`src/rtl/z80_bus_ctrl.sv`:
```
// -----------------------------------------------------------------------------
// z80_bus_ctrl
//
// Bus controller sitting behind the Z80 core wrapper. It decodes the CPU
// address and the registered strobes, and it steers ROM, RAM, input ports or
// the interrupt vector onto DATA_IN. It also produces the RAM write strobe and
// the output-port latches, and it owns the vblank interrupt request and its
// acknowledge.
//
// Optional feature: define WATCHDOG_EN to build the watchdog down-counter.
// When WATCHDOG_EN is not defined, wdt_reset_n is tied high and writes to
// port 0x02 have no effect.
//
// Ports
//   CLK          in   1   system clock
//   nRESET       in   1   synchronous active-low reset
//   ADDRESS      in   16  CPU address
//   DATA_OUT     in   8   CPU write data
//   nMREQ,nIORQ  in   1   CPU strobes, active low
//   nRD,nWR      in   1   CPU strobes, active low
//   DATA_IN      out  8   read data to CPU (combinational from registered select)
//   nINT         out  1   interrupt request, registered, active low
//   vblank       in   1   asynchronous vblank from the video timing
//   rom_q        in   8   synchronous ROM data
//   ram_q        in   8   synchronous RAM data
//   ram_we       out  1   RAM write strobe, one-CLK pulse
//   in_p1        in   8   player inputs (read port 0x00)
//   in_dsw       in   8   DIP switches (read port 0x01)
//   pal_sel      out  3   palette select (write port 0x00 bits [2:0])
//   flip         out  1   screen flip (write port 0x00 bit 3)
//   wdt_reset_n  out  1   watchdog reset request, active low
// -----------------------------------------------------------------------------
module z80_bus_ctrl #(
  parameter int unsigned ROM_AW     = 14,
  parameter logic [15:0] RAM_BASE   = 16'h8000,
  parameter int unsigned RAM_AW     = 11,
  parameter logic [7:0]  INT_VECTOR = 8'hFF,
  parameter logic        IRQ_EN_RST = 1'b1,
  parameter logic [23:0] WDT_CYCLES = 24'd3000000
) (
  input  logic        CLK,
  input  logic        nRESET,
  input  logic [15:0] ADDRESS,
  input  logic [7:0]  DATA_OUT,
  input  logic        nMREQ,
  input  logic        nIORQ,
  input  logic        nRD,
  input  logic        nWR,
  output logic [7:0]  DATA_IN,
  output logic        nINT,
  input  logic        vblank,
  input  logic [7:0]  rom_q,
  input  logic [7:0]  ram_q,
  output logic        ram_we,
  input  logic [7:0]  in_p1,
  input  logic [7:0]  in_dsw,
  output logic [2:0]  pal_sel,
  output logic        flip,
  output logic        wdt_reset_n
);

  typedef enum logic [2:0] {
    SEL_NONE,
    SEL_ROM,
    SEL_RAM,
    SEL_P1,
    SEL_DSW,
    SEL_VEC
  } sel_t;

  // ---------------------------------------------------------------------------
  // Access decode
  // ---------------------------------------------------------------------------
  logic       bus_conflict;
  logic       mem_rd, mem_wr, io_rd, io_wr, int_ack;
  logic       rom_hit, ram_hit;
  logic [7:0] io_port;

  // Memory and I/O requested together is treated as no access at all.
  assign bus_conflict = !nMREQ && !nIORQ;
  assign mem_rd  = !nMREQ && !nRD && !bus_conflict;
  assign mem_wr  = !nMREQ && !nWR && !bus_conflict;
  assign io_rd   = !nIORQ && !nRD && !bus_conflict;
  assign io_wr   = !nIORQ && !nWR && !bus_conflict;
  assign int_ack = !nIORQ && nRD && nWR && nMREQ;

  // ROM takes priority so that a misconfigured overlap never writes RAM
  // through the ROM window.
  assign rom_hit = (ADDRESS[15:ROM_AW] == '0);
  assign ram_hit = (ADDRESS[15:RAM_AW] == RAM_BASE[15:RAM_AW]) && !rom_hit;
  assign io_port = ADDRESS[7:0];

  // ---------------------------------------------------------------------------
  // Read select: registered so it lines up with the synchronous ROM/RAM data.
  // ---------------------------------------------------------------------------
  sel_t sel_d, sel_q;

  // NOTE: every variable written in an always_comb gets a default first, so no
  // path can leave it unassigned and infer a latch.
  always_comb begin
    sel_d = SEL_NONE;
    if (mem_rd) begin
      if (rom_hit)      sel_d = SEL_ROM;
      else if (ram_hit) sel_d = SEL_RAM;
    end else if (io_rd) begin
      if (io_port == 8'h00)      sel_d = SEL_P1;
      else if (io_port == 8'h01) sel_d = SEL_DSW;
    end else if (int_ack) begin
      sel_d = SEL_VEC;
    end
  end

  always_comb begin
    DATA_IN = 8'hFF;
    case (sel_q)
      SEL_ROM: DATA_IN = rom_q;
      SEL_RAM: DATA_IN = ram_q;
      SEL_P1:  DATA_IN = in_p1;
      SEL_DSW: DATA_IN = in_dsw;
      SEL_VEC: DATA_IN = INT_VECTOR;
      default: DATA_IN = 8'hFF;
    endcase
  end

  // ---------------------------------------------------------------------------
  // Interrupt request
  // ---------------------------------------------------------------------------
  logic [2:0] vb_sync;     // [0],[1] synchroniser, [2] edge-detect history
  logic       vb_rise;
  logic       irq_en, irq_pend, irq_pend_d;
  logic       int_ack_q, mem_wr_q;
  logic       irq_dis_wr;

  assign vb_rise    = vb_sync[1] && !vb_sync[2];
  assign irq_dis_wr = io_wr && (io_port == 8'h01) && !DATA_OUT[0];

  // Later assignments win: disable beats a new edge, a new edge beats ack.
  always_comb begin
    irq_pend_d = irq_pend;
    if (int_ack && !int_ack_q) irq_pend_d = 1'b0;
    if (vb_rise && irq_en)     irq_pend_d = 1'b1;
    if (irq_dis_wr)            irq_pend_d = 1'b0;
  end

  // ---------------------------------------------------------------------------
  // Sequential state
  // ---------------------------------------------------------------------------
  // NOTE: state registers use non-blocking assignments so every flop samples
  // the pre-edge values regardless of statement order.
  always_ff @(posedge CLK) begin
    if (!nRESET) begin
      sel_q     <= SEL_NONE;
      mem_wr_q  <= 1'b0;
      int_ack_q <= 1'b0;
      ram_we    <= 1'b0;
      pal_sel   <= 3'd0;
      flip      <= 1'b0;
      irq_en    <= IRQ_EN_RST;
      irq_pend  <= 1'b0;
      nINT      <= 1'b1;
      vb_sync   <= 3'b000;
    end else begin
      sel_q     <= sel_d;
      mem_wr_q  <= mem_wr;
      int_ack_q <= int_ack;
      // Only the first cycle of a write strobe fires the pulse.
      ram_we    <= mem_wr && !mem_wr_q && ram_hit;
      if (io_wr && (io_port == 8'h00)) begin
        pal_sel <= DATA_OUT[2:0];
        flip    <= DATA_OUT[3];
      end
      if (io_wr && (io_port == 8'h01)) irq_en <= DATA_OUT[0];
      vb_sync   <= {vb_sync[1:0], vblank};
      irq_pend  <= irq_pend_d;
      // Driven from the next-state value so nINT follows the edge in one CLK.
      nINT      <= !irq_pend_d;
    end
  end

  // ---------------------------------------------------------------------------
  // Watchdog
  // ---------------------------------------------------------------------------
`ifdef WATCHDOG_EN
  logic        wdt_kick;
  logic [23:0] wdt_cnt;
  logic        wdt_active;
  logic [3:0]  wdt_win;
  logic        unused_bits;

  assign wdt_kick    = io_wr && (io_port == 8'h02);
  assign wdt_reset_n = !wdt_active;
  assign unused_bits = &{1'b0, DATA_OUT[7:4], ADDRESS};

  // The 16-CLK reset window runs to completion; kicks are ignored inside it.
  always_ff @(posedge CLK) begin
    if (!nRESET) begin
      wdt_cnt    <= WDT_CYCLES;
      wdt_active <= 1'b0;
      wdt_win    <= 4'd0;
    end else if (wdt_active) begin
      if (wdt_win == 4'd0) begin
        wdt_active <= 1'b0;
        wdt_cnt    <= WDT_CYCLES;
      end else begin
        wdt_win <= wdt_win - 4'd1;
      end
    end else if (wdt_kick) begin
      wdt_cnt <= WDT_CYCLES;
    end else if (wdt_cnt <= 24'd1) begin
      wdt_cnt    <= 24'd0;
      wdt_active <= 1'b1;
      wdt_win    <= 4'd15;
    end else begin
      wdt_cnt <= wdt_cnt - 24'd1;
    end
  end
`else
  logic unused_bits;

  assign wdt_reset_n = 1'b1;
  assign unused_bits = &{1'b0, DATA_OUT[7:4], ADDRESS, WDT_CYCLES};
`endif

endmodule

```
`config.mk`:
```
export PLATFORM = sky130hd
export DESIGN_NAME = z80_bus_ctrl
export DESIGN_NICKNAME = d
export VERILOG_FILES = /design/src/rtl/z80_bus_ctrl.sv
export SDC_FILE = /design/constraint.sdc
export NUM_CORES = 1
export LEC_CHECK = 0
export BUFFER_PORTS_ARGS = -buffer_cell sky130_fd_sc_hd__buf_2
export CAP_MARGIN = 20
export CELL_PAD_IN_SITES_DETAIL_PLACEMENT = 1
export CELL_PAD_IN_SITES_GLOBAL_PLACEMENT = 1
export CORE_ASPECT_RATIO = 0.5
export CORE_UTILIZATION = 25
export CTS_CLUSTER_DIAMETER = 60
export DETAILED_ROUTE_END_ITERATION = 6
export PLACE_DENSITY_LB_ADDON = 0.1
export SLEW_MARGIN = 20
export SYNTH_ARGS = -nofsm -noshare
export SYNTH_HDL_FRONTEND = slang
export SYNTH_SLANG_ARGS = --single-unit
```
`constraint.sdc`:
```
create_clock -name CLK -period 1.4 [get_ports CLK]
set_clock_uncertainty 0.05 [all_clocks]
set_input_delay 0 -clock CLK [delete_from_list [all_inputs] [get_ports CLK]]
set_output_delay 0 -clock CLK [all_outputs]
set_load 0.02 [all_outputs]
```
Word level (Yosys, flattened, before mapping). Cells that the tools add are included. Widths: inputs -> output; s select.

Output and inout bits: 15. Input bits: 63. Register bits: 16. Word-level logic and storage cells: 61.

Reductions and logical operators: 34. Eq/ne operators: 6. Mux-type cells: 11.

Operator list (number): $pmux 8 s4 (1); $logic_and 1x1->1 (21); $mux 3 (5); $logic_not 1->1 (11); $eq 8x1->1 const B (1); $logic_not 8->1 (1); $eq 3x2->1 const B (2); $eq 5x5->1 const B (1); $mux 2 (2); $eq 3x1->1 const B (1); $eq 3x3->1 const B (1); $mux 1 (3); $logic_not 2->1 (1).

Longest topological paths before layout. Gate-level depths: netlist (run 1).

Word-level depth: 9. Depth in mapped cells: 5. Depth with buffers taken out: 3.

Worst setup path before layout (run 1). No wires, ideal clock.

Path kind: reg-to-output. Start point: reg sel_q[1]. End point: out DATA_IN[0]. Required time: 1350 ps. Path buffers: 2. Cell stages (with the launch flop): 6. Setup slack: 92 ps. Arrival: 1258 ps. Cell sequence: dfxtp_1 buf_2 nand2b_1 clkbuf_1 o22ai_1 a22oi_1.

Word-level cells in the longest chain between the ends: 2. Elaborated cells between the ends (all ways): 5. Those cells by class: 4 x eq/ne; 1 x mux.

Ends and longest elaborated chain: from (decl) (line 96) `sel_t sel_d, sel_q;`; from (signal assigned) (line 163) `sel_q <= sel_d;`; $eq 3x3->1, or another cell as far along (line 115) `case (sel_q)`; $pmux 8 s4 * (line 115); to (decl) (line 49) `output logic [7:0] DATA_IN,`.

Mark *: on every way between the ends. The rest lies on a longest branch, timed or not.

Worst setup path in the final report (run 1).
Start point: in ADDRESS[15]. End point: reg ram_we.

Word-level cells in the longest chain between the ends: 4. Elaborated cells between the ends (all ways): 5. Those cells by class: 1 x eq/ne; 4 x reduce/logical.

Ends and longest elaborated chain: from (decl) (line 43) `input logic [15:0] ADDRESS,`; branches (longest 2 deep; another with $eq 5x5->1); $logic_and 1x1->1 * (line 90) `assign ram_hit = (ADDRESS[15:RAM_AW] == RAM_BASE[15:RAM_AW]) && !rom_hit;`; $logic_and 1x1->1 * (line 167) `ram_we <= mem_wr && !mem_wr_q && ram_hit;`; to (signal assigned) (line 167); to (decl) (line 54) `output logic ram_we,`.

Mark *: on every way between the ends. A chain may end at the register's enable or synchronous reset.

==> impl_results.md, run 1 <==
* Global-route wire length before repair at 4350 µm
* Flops & latches, synth at 16
* Share of layout cells above drive strength 1 at 49.5%
* Mux contribution to synthesized area at 14.5%
* Commonest cells after routing, fill and taps aside: buf_2, dfxtp_1, mux2i_1
* Port buffer count at 69
* Die H at 44.3 µm
* Crit path kind: input pin to flip-flop
* Status: finished, violations left
* Min Hold Slack at -0.00674 ns
* H-tree lvl count at 1
* Syn. warnings at 0
* Fraction of the mapped netlist area in simple logic gates at 24.6%
* Cell Area, Synth at 895 µm²
* Register area share after synthesis at a little over a third
* CP Capture Type: flip-flop
* Post-Synth XOR/XNOR Area at 0%
* Drt drc at 0
* CP Launch Type: input pin
* Fill cells at 406
* Max Clock Freq at 0.745 GHz
* Starting density of the core at between 20 and 30%
* Largest net degree at the start of global routing at 16
* Adder-cell share of the synthesized area at 0%
* Yosys cell types at 33
* Peak supply drop at between 0.4 and 0.5 mV
* GPL Wtd Cong at approximately 0.70
* I/O pins at 78
* Reg2reg setup slack at 0.32 ns
* Crit path time final at between 1 and 1.5 ns
* P_leak at 0.638 nW
* Setup TNS Final at 0 ns
* Vias at 1054
* Clock sinks at 16
* Pwr/cell area at 719 nW/µm²
* Worst Path Required at 1.52 ns
* Compound-gate portion of the synthesized area at approximately a fifth
* Cell Area, Placed at between 1000 and 1500 µm²
* FP Rows at 14
* Final WL at ~2700 µm
* Gr usage total at 14.5%
* Routed WL per cell at 11.9 µm
* Starting DRT DRC Count at 8
* Layout Cell Area excl Fill at 1500 µm²
* Core area at 3210 µm²
* CTS Buffer Depth at 2
* CTS clk-pin slew, worst paths at 0.06 ns
* CTS root buf: clkbuf_8
* Commonest non-fill, non-tap cell in the layout: buf_2
* Post-Synthesis Net Count at 161
* Number of antenna violations at the first check in global routing at 0
* Width of the die at 86.6 µm
* CTS tree: yes
* Final setup fails at 0
* Final period util at 95.8%
* Post-DP HPWL at 2100 µm
* Main combinational cell family by area after synthesis: simple AND/OR/NAND/NOR gates
* Layout area overhead at 67.1%
* Clk_lat worst skew at 0.24 ns
* Crit path max fanout at 3
* Critical path arrival at about 1.5 ns
* Syn_area_per_cell at 9.13 µm²
* Final total power at 1.08 mW
* Final Hold Fails at 1
* Failing checks: negative hold slack
* CTS Buf Count at 3
* Drt first pass iters at 4
* Max-slew violations at 0
* RSZ-0062 raised after global routing: false
* Gr ovfl total at 0
* Post-route core utilization at 46.6%
* Final nets at around 250
* Post-DRT Antenna Nets at 0
* Max_cap viols at 0
* Hold WC Path Type: input pin to flip-flop
* # diodes at 0
* Vias in the first global route at just under 1k
* Die area at 3840 µm²
* Synthesized instance count at 98
* Vias/cell at ~4.6
==> Yosys cell counts (all sizes together) <==
library cell,n,area share [%]
nor4,3,4.5
a21oi,2,1.1
clkbuf,2,0.84
o221ai,1,0.98
o41a,1,1.3
a211oi,1,0.84
inv,3,1.3
mux2i,13,15
nor2,6,2.5
and4b,1,1.1
a31oi,1,0.70
and3b,1,0.98
a22oi,8,6.7
nand3,2,1.1
nor4b,1,1.7
nor3b,2,1.7
nand4,2,1.4
o221a,1,1.3
nand2,10,4.2
nor2b,1,0.98
conb,1,0.42
and2,3,2.1
o22ai,8,5.6
nand2b,2,1.4
nand4b,1,0.98
buf,4,3.2
dfxtp,16,36
o21a,1,0.84
==> final timing paths <==
| check | depth (start not counted) | from | to |
|---|---|---|---|
| setup / recovery | 5 | ADDRESS[15] | ram_we$_SDFF_PN0_ |
| hold / removal | 3 | ADDRESS[0] | sel_q[2]$_SDFF_PP0_ |
| setup reg to reg | 2 | int_ack_q$_SDFF_PN0_ | irq_pend$_SDFF_PN0_ |
| hold reg to reg | 1 | mem_wr_q$_SDFF_PN0_ | ram_we$_SDFF_PN0_ |
==> sequential cells by signal (all words and copies together) (netlist names) <==
signal and count:
ram_we 1, int_ack_q 1, flip 1, pal_sel 3, irq_en 1, irq_pend 1, vb_sync 3, nINT 1
mem_wr_q 1, sel_q 3
==> logic make-up after synthesis <==
kind of cell	count (synthesis)
AOI/OAI and AO/OA	24
buffers and inverters	9
other	1
and+or+nand+nor	35
muxes	13
DFF	16
==> where the power goes <==
group	switching (mW)	internal [mW]	total [mW]	leakage [nW]
combinational	0.0934	0.114	0.207	0.478
sequential	0.00276	0.465	0.468	0.131
clock	0.152	0.249	0.401	0.0288
==> critical path: stages <==
cell and delay, ns:
dlygate4sd3_1 0.52, buf_2 0.12, nand3_1 0.06, dlygate4sd3_1 0.57, nor3b_1 0.18
==> per-layer routing <==
layer | GRT usage (%) | wire length (µm) | vias to the layer above
li1 | - | - | 535
met1 | 17.6 | 1260 | 472
met2 | 26.7 | 1210 | 45
met3 | 4.85 | 246 | 2
met4 | 1.00 | 16 | 0
met5 | 0 | 0 | -
==> timing repair <==
item / 4_1_cts / 5_1_grt
endpoints found under the setup margin: 8 / 10
hold endpoints to repair: 10 / 0
buffers inserted: 0 / 3
gates resized for setup: 5 / 3
hold buffers: 11 / 0
pin swaps: 0 / 0
==> area by class of cell <==
class,instances,area [µm²],share of cell area [%]
timing repair buffer,86,503,33.6
inverter,3,11.3,0.753
sequential,16,323,21.6
clock buffer,4,55.1,3.68
tap,48,60.1,4.02
multi-input combinational,73,543,36.3
==> per-stage QoR <==
stage / worst slack, ns / cells
finish: 0.0583 / 230
global route: 0.00894 / 230
CTS: 0.0314 / 227
detailed placement: 0.179 / 212
global placement: 0.225 / 212
floorplan: 0.0915 / 98
(Power assumes the default switching activity.)
==> run 2, diff against run 1 <==
==> constraint.sdc (replaced) <==
create_clock -name CLK -period 1.4 [get_ports CLK]
set_clock_uncertainty 0.05 [all_clocks]
set_input_delay 0.14 -clock CLK [delete_from_list [all_inputs] [get_ports CLK]]
set_output_delay 0.14 -clock CLK [all_outputs]
set_load 0.02 [all_outputs]
==> run 2 against run 1 <==
The run ends with negative setup slack left. Global-route usage is 0.77 points higher. Clock power is 16% lower. Critical path depth is 1 lower. Die area stayed put. Critical path type is now flip-flop to primary output. Largest power group unchanged.
==> impl_results.md, run 2 (synthesis results as in run 1) <==
* Max_cap viols at 0 (unchanged)
* Critical path arrival at 1.24 ns (was 1.46 ns)
* Status: finished, violations left (unchanged)
* Final nets at 233 (was 246)
* R2r endpoint: irq_pend$_SDFF_PN0_ (unchanged)
* P_leak at 0.626 nW (was 0.638 nW)
* FP Rows at 14 (unchanged)
* Number of antenna violations at the first check in global routing at 0 (unchanged)
* Switch share at 24.9% (was 23.1%)
* I/O pins at 78 (unchanged)
* Fill cells at 409 (was 406)
* Core area at 3210 µm² (unchanged)
* Largest net degree at the start of global routing at 15 (was 16)
* RSZ-0062 raised after global routing: true (was false)
* Worst reg2reg path depth at 2 (unchanged)
* Commonest cells after routing, fill and taps aside: buf_2, dfxtp_1, nand2_1 (was buf_2, dfxtp_1, mux2i_1)
* Final period util at 102% (was 95.8%)
* Starting density of the core at 27.9% (unchanged)
* Final setup margin at -0.0258 ns (was 0.0583 ns)
* Failing checks: negative setup slack (was negative hold slack)
* Gr ovfl total at 0 (unchanged)
* Clock power frac at 33.3% (was 37.3%)
* Reg2reg start: int_ack_q$_SDFF_PN0_ (unchanged)
* CTS Buffer Depth at 2 (unchanged)
* Sequential power share at 45.8% (was 43.5%)
* CP Capture Type: primary output (was flip-flop)
* Layout Cell Area excl Fill at 1510 µm² (was 1500 µm²)
* Crit path time final at 1.43 ns (was 1.34 ns)
* # diodes at 0 (unchanged)
* CTS tree: yes (unchanged)
* Final WL at 2770 µm (was 2730 µm)
* Worst hold path depth at 2 (was 3)
* Peak supply drop at 0.526 mV (was 0.450 mV)
* Die H at 44.3 µm (unchanged)
* Power share of the combinational group at 20.9% (was 19.3%)
* Final setup fails at 6 (was 0)
* Clk_lat worst skew at 0.24 ns (about the same)
* Internal power at 0.761 mW (was 0.828 mW)
* Reg2reg setup slack at 0.33 ns (was 0.32 ns)
* Clock sinks at 16 (unchanged)
* GPL Wtd Cong at 0.777 (was 0.698)
* CP Launch Type: flip-flop (was input pin)
* H-tree lvl count at 1 (unchanged)
* Endpoint, Worst Hold: vb_sync[0]$_SDFF_PN0_ (was sel_q[2]$_SDFF_PP0_)
* Final total power at 1.01 mW (was 1.08 mW)
* Routed WL per cell at 12.8 µm (was 11.9 µm)
* Layout area overhead at 68.5% (was 67.1%)
* Drt drc at 0 (unchanged)
* Port buffer count at 69 (unchanged)
* CTS root buf: clkbuf_8 (unchanged)
* Max Clock Freq at 0.701 GHz (was 0.745 GHz)
* Drt first pass iters at 3 (was 4)
* Pwr/cell area at 673 nW/µm² (was 719 nW/µm²)
* Vias in the first global route at 1021 (was 991)
* Cell Area, Placed at 1330 µm² (was 1290 µm²)
* Width of the die at 86.6 µm (unchanged)
* Vias/cell at 4.69 (was 4.58)
* Share of layout cells above drive strength 1 at 62.5% (was 49.5%)
* Hold WC Path Type: input pin to flip-flop (unchanged)
* Gr usage total at 15.3% (was 14.5%)
* Final Hold Fails at 0 (was 1)
* Vias at 1014 (was 1054)
* CTS Buf Count at 3 (unchanged)
* Postcts setup bufs at 0 (unchanged)
* Max-slew violations at 0 (unchanged)
* Switching power at 0.253 mW (was 0.248 mW)
* Regs by FF count: pal_sel: 3 flops, sel_q: 3 flops, vb_sync: 3 flops (unchanged)
* Worst Path Required at 1.21 ns (was 1.52 ns)
* Commonest non-fill, non-tap cell in the layout: buf_2 (unchanged)
* Crit path kind: flip-flop to primary output (was input pin to flip-flop)
* Starting DRT DRC Count at 3 (was 8)
* HP Start: vblank (was ADDRESS[0])
* Post-DRT Antenna Nets at 0 (unchanged)
* Post-DP HPWL at 2220 µm (was 2100 µm)
* Global-route wire length before repair at 4480 µm (was 4350 µm)
* CTS hold repair buffers at 0 (was 11)
* Crit path max fanout at 4 (was 3)
* CTS clk-pin slew, worst paths at 0.06 ns (about the same)
* Die area at 3840 µm² (unchanged)
[run 2: cell count changes in the layout (fill, tap and decap cells not counted), sizes merged]
cell         change
buf              -2
clkbuf           -1
dlygate4sd3     -11
[run 2: worst max-delay path by stage]
stage	startpoint	endpoint	slack [ns]	cells after the start
global route	sel_q[1]$_SDFF_PN0_	DATA_IN[0]	-0.09	4
finish	sel_q[1]$_SDFF_PN0_	DATA_IN[3]	-0.03	4
floorplan	sel_q[1]$_SDFF_PN0_	DATA_IN[0]	0.06	5
CTS	sel_q[1]$_SDFF_PN0_	DATA_IN[3]	-0.04	4
global placement	sel_q[0]$_SDFF_PN0_	DATA_IN[3]	-0.1	4
detailed placement	sel_q[0]$_SDFF_PN0_	DATA_IN[3]	-0.12	4
[run 2: power groups by stage]
stage	combinational (mW)	clock (mW)	sequential (mW)
2_1_floorplan	0.0772	0	0.479
3_3_place_gp	0.187	0	0.477
3_5_place_dp	0.190	0	0.478
4_1_cts	0.207	0.345	0.465
5_1_grt	0.231	0.373	0.465
6_report	0.212	0.338	0.465
[run 2: layer usage]
| layer | vias up | GRT usage (%) | wire, µm |
|---|---|---|---|
| li1 | 510 | - | - |
| met1 | 460 | 18.3 | 1230 |
| met2 | 44 | 27.8 | 1280 |
| met3 | 0 | 5.22 | 252 |
| met4 | 0 | 2.00 | 0 |
| met5 | - | 0 | 0 |
[run 2: worst max-delay path, stage by stage, from the launching register on]
cell	delay (ns)
dfxtp_4	0.38
buf_6	0.13
mux2i_2	0.23
a22oi_2	0.12
buf_6	0.14
[run 2: area by class of cell]
| cell class | instances | area, µm² | share of cell area, % |
|---|---|---|---|
| inverter | 3 | 11.3 | 0.747 |
| clock buffer | 3 | 41.3 | 2.74 |
| sequential | 16 | 328 | 21.7 |
| tap | 48 | 60.1 | 3.98 |
| timing repair buffer | 73 | 425 | 28.2 |
| multi-input combinational | 73 | 642 | 42.6 |
[run 2: metrics by stage]
step | hold slack, ns | cells | worst slack, ns | util, % | setup TNS, ns
floorplan | 0.166 | 98 | 0.0630 | - | 0
global placement | 0.295 | 213 | -0.0980 | 41.6 | -0.674
detailed placement | 0.301 | 213 | -0.124 | 41.6 | -0.871
CTS | 0.0462 | 216 | -0.0372 | 46.3 | -0.180
global route | 0.0562 | 216 | -0.0921 | 47.0 | -0.666
finish | 0.0467 | 216 | -0.0258 | 47.0 | -0.0931
[run 2: repair_timing]
item / CTS / global route
gates resized for setup: 30 / 6
pin swaps: 5 / 3
endpoints found under the setup margin: 8 / 8
cloned: 0 / 0
